[src/rtl/mem_bus_arbiter.sv]
// ---------------------------------------------------------------------------
// mem_bus_arbiter
//
// Shares one memory port between the CPU core and the chip I/O / DMA engine.
// Only one transaction is in flight at a time. The CPU has fixed priority.
// A starvation counter (wait_cnt) lets the I/O side win the next arbitration
// after it has been denied for MAX_WAIT consecutive cycles. Read data comes
// back through a registered rdata and a one-cycle rvalid pulse for each
// requester.
//
// Handshake (the same for both requesters):
//   A requester raises req with rw/addr/wdata and holds all four stable
//   until it sees its gnt pulse. gnt is high in the cycle the memory strobe
//   (mem_en) is issued. The requester may drop req or present a new request
//   in that cycle. Reads complete with a single rvalid pulse. rdata then
//   holds its value until the next read for that requester completes.
//
// Ports:
//   clk, rst                         clock, synchronous active-high reset
//   cpu_req/rw/addr/wdata            CPU request (rw: 1=read, 0=write)
//   cpu_gnt, cpu_rvalid, cpu_rdata   CPU grant pulse, read-valid pulse, data
//   io_req/rw/addr/wdata             I/O request, same semantics as the CPU
//   io_gnt, io_rvalid, io_rdata      I/O grant pulse, read-valid pulse, data
//   mem_en/rw/addr/wdata             memory strobe and command (held when idle)
//   mem_rdata                        memory read data, valid RD_LAT cycles
//                                    after the mem_en cycle
//   dbg_state                        FSM state (0=IDLE, 1=ISSUE, 2=RDWAIT)
//   dbg_wait_cnt                     current I/O starvation count
// ---------------------------------------------------------------------------
module mem_bus_arbiter #(
  parameter int AW       = 16,
  parameter int DW       = 16,
  parameter int RD_LAT   = 1,
  parameter int MAX_WAIT = 4,
  localparam int WW      = $clog2(MAX_WAIT + 1),
  localparam int LW      = (RD_LAT > 1) ? $clog2(RD_LAT) : 1
) (
  input  logic          clk,
  input  logic          rst,
  // CPU requester
  input  logic          cpu_req,
  input  logic          cpu_rw,
  input  logic [AW-1:0] cpu_addr,
  input  logic [DW-1:0] cpu_wdata,
  output logic          cpu_gnt,
  output logic          cpu_rvalid,
  output logic [DW-1:0] cpu_rdata,
  // I/O requester
  input  logic          io_req,
  input  logic          io_rw,
  input  logic [AW-1:0] io_addr,
  input  logic [DW-1:0] io_wdata,
  output logic          io_gnt,
  output logic          io_rvalid,
  output logic [DW-1:0] io_rdata,
  // Memory port
  output logic          mem_en,
  output logic          mem_rw,
  output logic [AW-1:0] mem_addr,
  output logic [DW-1:0] mem_wdata,
  input  logic [DW-1:0] mem_rdata,
  // Debug visibility
  output logic [1:0]    dbg_state,
  output logic [WW-1:0] dbg_wait_cnt
);

  typedef enum logic [1:0] {
    IDLE   = 2'd0,
    ISSUE  = 2'd1,
    RDWAIT = 2'd2
  } state_t;

  localparam logic [WW-1:0] WAIT_MAX = WW'(MAX_WAIT);
  localparam logic [LW-1:0] LAT_INIT = LW'(RD_LAT - 1);

  // Registered state
  state_t        state;
  logic          owner_io;   // 1: the transaction in flight belongs to I/O
  logic [LW-1:0] lat_cnt;
  logic [WW-1:0] wait_cnt;

  // Next-state values
  state_t        state_d;
  logic          owner_io_d;
  logic [LW-1:0] lat_cnt_d;
  logic [WW-1:0] wait_cnt_d;
  logic          mem_en_d;
  logic          mem_rw_d;
  logic [AW-1:0] mem_addr_d;
  logic [DW-1:0] mem_wdata_d;
  logic          cpu_gnt_d;
  logic          io_gnt_d;
  logic          cpu_rvalid_d;
  logic          io_rvalid_d;
  logic [DW-1:0] cpu_rdata_d;
  logic [DW-1:0] io_rdata_d;

  // Arbitration result. Only meaningful in IDLE.
  logic cpu_win;
  logic io_win;

  // ------------------------------------------------------------------------
  // Arbitration. A starved I/O request beats the CPU. Otherwise the CPU has
  // fixed priority.
  // ------------------------------------------------------------------------
  always_comb begin
    cpu_win = 1'b0;
    io_win  = 1'b0;
    if (state == IDLE) begin
      if (io_req && (wait_cnt == WAIT_MAX)) begin
        io_win = 1'b1;
      end else if (cpu_req) begin
        cpu_win = 1'b1;
      end else if (io_req) begin
        io_win = 1'b1;
      end
    end
  end

  // ------------------------------------------------------------------------
  // Starvation counter. It counts every cycle in which I/O is requesting but
  // not being granted, including cycles spent serving the CPU. It clears on an
  // I/O grant or whenever I/O stops asking.
  // ------------------------------------------------------------------------
  always_comb begin
    wait_cnt_d = wait_cnt;
    if (io_win) begin
      wait_cnt_d = '0;
    end else if (io_req) begin
      if (wait_cnt != WAIT_MAX) begin
        wait_cnt_d = wait_cnt + 1'b1;
      end
    end else begin
      wait_cnt_d = '0;
    end
  end

  // ------------------------------------------------------------------------
  // FSM next-state and registered outputs
  // ------------------------------------------------------------------------
  always_comb begin
    state_d      = state;
    owner_io_d   = owner_io;
    lat_cnt_d    = lat_cnt;
    mem_en_d     = 1'b0;
    mem_rw_d     = mem_rw;      // command fields hold while the strobe is low
    mem_addr_d   = mem_addr;
    mem_wdata_d  = mem_wdata;
    cpu_gnt_d    = 1'b0;
    io_gnt_d     = 1'b0;
    cpu_rvalid_d = 1'b0;
    io_rvalid_d  = 1'b0;
    cpu_rdata_d  = cpu_rdata;
    io_rdata_d   = io_rdata;

    unique case (state)
      IDLE: begin
        if (cpu_win || io_win) begin
          state_d     = ISSUE;
          owner_io_d  = io_win;
          mem_en_d    = 1'b1;
          mem_rw_d    = io_win ? io_rw    : cpu_rw;
          mem_addr_d  = io_win ? io_addr  : cpu_addr;
          mem_wdata_d = io_win ? io_wdata : cpu_wdata;
          cpu_gnt_d   = cpu_win;
          io_gnt_d    = io_win;
        end
      end

      ISSUE: begin
        // mem_rw still holds the command issued in this cycle.
        if (mem_rw) begin
          state_d   = RDWAIT;
          lat_cnt_d = LAT_INIT;
        end else begin
          state_d = IDLE;
        end
      end

      RDWAIT: begin
        if (lat_cnt != '0) begin
          lat_cnt_d = lat_cnt - 1'b1;
        end else begin
          // mem_rdata is valid in this cycle. Capture it for the owner, and
          // the owner's rvalid is high in the first IDLE cycle that follows.
          state_d = IDLE;
          if (owner_io) begin
            io_rdata_d  = mem_rdata;
            io_rvalid_d = 1'b1;
          end else begin
            cpu_rdata_d  = mem_rdata;
            cpu_rvalid_d = 1'b1;
          end
        end
      end

      default: begin
        state_d = IDLE;
      end
    endcase
  end

  // ------------------------------------------------------------------------
  // Registers. A reset in the middle of a transaction abandons it, and no
  // rvalid is issued for a read that was cut short.
  // ------------------------------------------------------------------------
  always_ff @(posedge clk) begin
    if (rst) begin
      state      <= IDLE;
      owner_io   <= 1'b0;
      lat_cnt    <= '0;
      wait_cnt   <= '0;
      mem_en     <= 1'b0;
      mem_rw     <= 1'b0;
      mem_addr   <= '0;
      mem_wdata  <= '0;
      cpu_gnt    <= 1'b0;
      io_gnt     <= 1'b0;
      cpu_rvalid <= 1'b0;
      io_rvalid  <= 1'b0;
      cpu_rdata  <= '0;
      io_rdata   <= '0;
    end else begin
      state      <= state_d;
      owner_io   <= owner_io_d;
      lat_cnt    <= lat_cnt_d;
      wait_cnt   <= wait_cnt_d;
      mem_en     <= mem_en_d;
      mem_rw     <= mem_rw_d;
      mem_addr   <= mem_addr_d;
      mem_wdata  <= mem_wdata_d;
      cpu_gnt    <= cpu_gnt_d;
      io_gnt     <= io_gnt_d;
      cpu_rvalid <= cpu_rvalid_d;
      io_rvalid  <= io_rvalid_d;
      cpu_rdata  <= cpu_rdata_d;
      io_rdata   <= io_rdata_d;
    end
  end

  assign dbg_state    = state;
  assign dbg_wait_cnt = wait_cnt;

  // ------------------------------------------------------------------------
  // Structural invariants
  // ------------------------------------------------------------------------
  a_one_gnt : assert property (@(posedge clk) disable iff (rst)
    !(cpu_gnt && io_gnt));

  a_one_rvalid : assert property (@(posedge clk) disable iff (rst)
    !(cpu_rvalid && io_rvalid));

  a_gnt_with_strobe : assert property (@(posedge clk) disable iff (rst)
    (cpu_gnt || io_gnt) == mem_en);

  a_strobe_single : assert property (@(posedge clk) disable iff (rst)
    mem_en |=> !mem_en);

endmodule
[config.mk]
export PLATFORM = sky130hd
export DESIGN_NAME = mem_bus_arbiter
export DESIGN_NICKNAME = d
export VERILOG_FILES = /design/src/rtl/mem_bus_arbiter.sv
export SDC_FILE = /design/constraint.sdc
export NUM_CORES = 1
export LEC_CHECK = 0
export ABC_AREA = 0
export BUFFER_PORTS_ARGS = -buffer_cell sky130_fd_sc_hd__buf_2
export CAP_MARGIN = 20
export CORE_UTILIZATION = 42
export CTS_CLUSTER_DIAMETER = 150
export DETAILED_ROUTE_END_ITERATION = 8
export PLACE_DENSITY = 0.76
export SLEW_MARGIN = 20
export SYNTH_ARGS = -nofsm -noshare
export SYNTH_HDL_FRONTEND = slang
export SYNTH_SLANG_ARGS = --single-unit
[constraint.sdc]
create_clock -name clk -period 1.5 [get_ports clk]
set_input_delay 0.075 -clock clk [delete_from_list [all_inputs] [get_ports clk]]
set_output_delay 0.075 -clock clk [all_outputs]
set_load 0.01 [all_outputs]
==> results.py <==
metrics = {
    "pwr": {
        "p_total_mw": 5.46,
        "pwr-share-clk_pct": 37.5,
        "ir_drop_mv": 0.539,
        "p_comb_share_pct": 22.3,
        "intPower_mw": 3.96,
        "p_sw_share_pct": 27.5,
        "p_leak_nw": 2.21,
        "seq_power_share_pct": 40.2,
        "p_sw_mw": 1.50,
        "p_per_area_nw_per_um2": 972,
    },
    "global_routing": {
        "grt_pass1_wl_um": 17800,
        "overflow": 0,
        "met1_usage_pct": 32.1,
        "use_met3_pct": 5.50,
        "grt_antenna_before_repair": 0,
        "grt.busiest_layer": "met2",
        "grt_pass1_vias": 3623,
        "grt_usage_pct": 26.2,
        "gr-usage-met2_pct": 45.6,
        "grt_max_degree": 55,
    },
    "sta": {
        "tightest_slew_ns": 0.667,
        "slew_headroom_pct": 55.5,
        "whs_ns": 0.0463,
        "setup_viol": 28,
        "rsz0062_at_grt": "true",
        "setup_ws_ns": -0.0919,
        "period_share_pct": 106,
        "finalHoldViolCount": 0,
        "drv_slew": 0,
        "min_period_ns": 1.59,
        "fin_skew_ns": 0.0100,
        "fmax_mhz": 628,
    },
    "layout": {
        "drive_gt1_share_pct": 50.1,
        "fillers": 566,
        "design_area_um2": 5620,
        "final_core_util_pct": 71.6,
        "final_nets": 657,
        "syn2layout_area_growth_pct": 63.1,
        "n_antenna_cell": 0,
    },
    "synthesis": {
        "synthArstFlopShare_pct": 0,
        "yosysUniqueCellTypes": 31,
        "synth_cells": 389,
        "synthesis.area_um2": 3450,
        "synth-main-ff-cell": "dfxtp_1",
        "synth_compound_area_share_pct": 21.6,
        "synth-xor-area-share_pct": 0.254,
        "synth_top_family_by_area": "simple AND/OR/NAND/NOR gates",
        "postSynthAreaPerCell_um2": 8.86,
        "synthMuxAreaShare_pct": 0,
        "ys_seq_area_share_pct": 44.2,
        "synthAdderAreaFrac_pct": 0.726,
        "synth-seq-cells": 76,
        "syn-num-nets": 477,
        "yosys.area_share.simple_pct": 25.6,
        "synth_edf_count": 0,
        "yosys_warnings": 0,
    },
    "placed_design": {
        "dpl_cell_area_um2": 4560,
        "post-place-ws_ns": -0.132,
        "port-buffer-count": 160,
        "hpwl_um": 7240,
        "place.gp.congestion": 0.768,
    },
    "clock_network": {
        "numCtsBuffers": 9,
        "cts.sink_count": 76,
        "clk_pin_slew_ns": 0.08,
        "root_buffer": "clkbuf_8",
        "clock_path_buffers": 2,
        "cts_tree": "built",
        "h-tree-depth": 3,
        "clk_latency_ns": 0.34,
    },
    "min_path": {
        "hp-class": "in -> reg",
        "min-delay-start": "cpu_addr[11]",
    },
    "floorplanning": {
        "dieArea_um2": 8570,
        "io_pins": 161,
        "initial_core_util_pct": 43.9,
        "chipHeight_um": 92.6,
        "core_um2": 7850,
        "row_count": 32,
        "die_w_um": 92.6,
    },
    "critical_path": {
        "r2r-start": "dbg_wait_cnt[0]$_SDFFE_PP0P_",
        "critPathSlowestCell": "dfxtp_4",
        "path_cells": "inv_2 -> ha_4 -> buf_6 -> a21boi_4 -> buf_6 -> clkbuf_16 -> nor4b_2 -> nor4_1",
        "cp_common_cell": "buf_6",
        "cp-startpoint": "dbg_wait_cnt[0]$_SDFFE_PP0P_",
        "worstPathArrival_ns": 1.82,
        "critPathKind": "reg -> reg",
        "cp.required_ns": 1.73,
        "setup.worst_path.start_class": "register",
        "crit_fanout": 6,
        "max_stage_delay_ns": 0.35,
        "endpoint_kind": "register",
    },
    "route": {
        "vias": 3840,
        "drt_iter0_drc": 175,
        "vias_per_cell": 5.69,
        "drc": 0,
        "finalWirelength_um": 11900,
        "dr.pass1.iters": 4,
        "ant_nets": 0,
        "wl_per_cell_um": 17.6,
    },
    "status": {
        "failed_checks": "negative setup slack",
        "status": "finished with violations",
    },
    "run": {
        "cap_violations": 0,
    },
}
repair_timing:
action	4_1_cts	5_1_grt
gates resized for setup	22	46
hold buffers	16	0
endpoints found under the setup margin	30	51
endpoints found under the hold margin	32	0
cloned	0	3
setup buffers	0	5
pin swaps	1	14
registers in the layout, indices dropped and copies added (netlist names), 2 cells and up:
register / flops
io_rdata: 16
dbg_state: 2
dbg_wait_cnt: 3
mem_addr: 16
cpu_rdata: 16
mem_wdata: 16
through the flow:
step / TNS [ns] / std cells
after floorplan: 0 / 389
after global placement: -0.185 / 637
after detailed placement: -1.05 / 637
after CTS: -0.458 / 668
after global routing: -2.76 / 675
final: -1.09 / 675
layout make-up:
type                       instances  area, µm²  share of cell area [%]
clock inverter                     6        138                    2.45
timing repair buffer             215       1380                    24.5
sequential                        76       1530                    27.2
clock buffer                       9        124                    2.20
tap                              102        128                    2.27
inverter                           4       15.0                   0.267
multi-input combinational        263       2310                    41.1
critical path, delay by kind of cell (launching register included):
kind,cells,cell delay [ns]
flip-flops,1,0.35
buffers and inverters,4,0.47
AND/OR/NAND/NOR,2,0.33
AO/OA/AOI/OAI,1,0.16
adder cells (fa/ha/maj),1,0.16
logic make-up after synthesis:
group | after synthesis
AND/OR/NAND/NOR | 156
adder cells (fa/ha/maj) | 2
XOR/XNOR | 1
buffers and inverters | 50
AO/OA/AOI/OAI | 104
flip-flops | 76
path summary, 6_finish.rpt:
kind | end | slack (ns) | depth (start not counted)
setup / recovery | mem_addr[6]$_SDFFE_PP0P_ | -0.09 | 8
hold / removal | mem_addr[11]$_SDFFE_PP0P_ | 0.05 | 3
setup reg to reg | mem_addr[6]$_SDFFE_PP0P_ | -0.09 | 8
hold reg to reg | cpu_rdata[13]$_SDFFE_PP0P_ | 0.46 | 2
metal layers:
metal	vias up	wire, µm
li1	1814	-
met1	1811	4690
met2	194	6180
met3	21	814
met4	0	210
met5	-	0
layout by cell type, fill, tap and decap left out, types with 3 or more instances in the layout:
cell type and count:
nor4b_2 22, nor4b_1 9, buf_2 160, a2111oi_4 25
buf_12 5, buf_4 26, a2111oi_2 5, buf_6 5
nand3_1 4, nor4_1 30, a21oi_1 67, clkbuf_8 9
nand2_1 67, dlygate4sd3_1 16, bufinv_16 4, dfxtp_1 74
nor4_2 3, nor2_1 7
Yosys cell counts (2+ instances only):
library cell / count / share of area, %
a2111oi_0: 19 / 4.8
a2111oi_1: 3 / 0.87
a2111oi_2: 11 / 4.8
a21oi_1: 67 / 9.7
buf_2: 17 / 2.5
buf_4: 4 / 0.87
buf_6: 5 / 1.6
clkbuf_1: 19 / 2.1
dfxtp_1: 76 / 44
ha_1: 2 / 0.73
inv_1: 4 / 0.44
nand2_1: 67 / 7.3
nand3_1: 4 / 0.58
nor2_1: 8 / 0.87
nor3_1: 3 / 0.44
nor4_1: 33 / 6.0
nor4b_1: 33 / 8.4
power by group through the flow:
stage	Sequential, mW	Clock, mW	Combinational, mW
CTS	2.19	2.07	1.05
finish	2.20	2.05	1.22
floorplan	2.29	0	0.495
global route	2.21	2.17	1.29
global placement	2.24	0	0.919
detailed placement	2.24	0	0.937
Note: power is estimated with default switching activity, not from simulation.
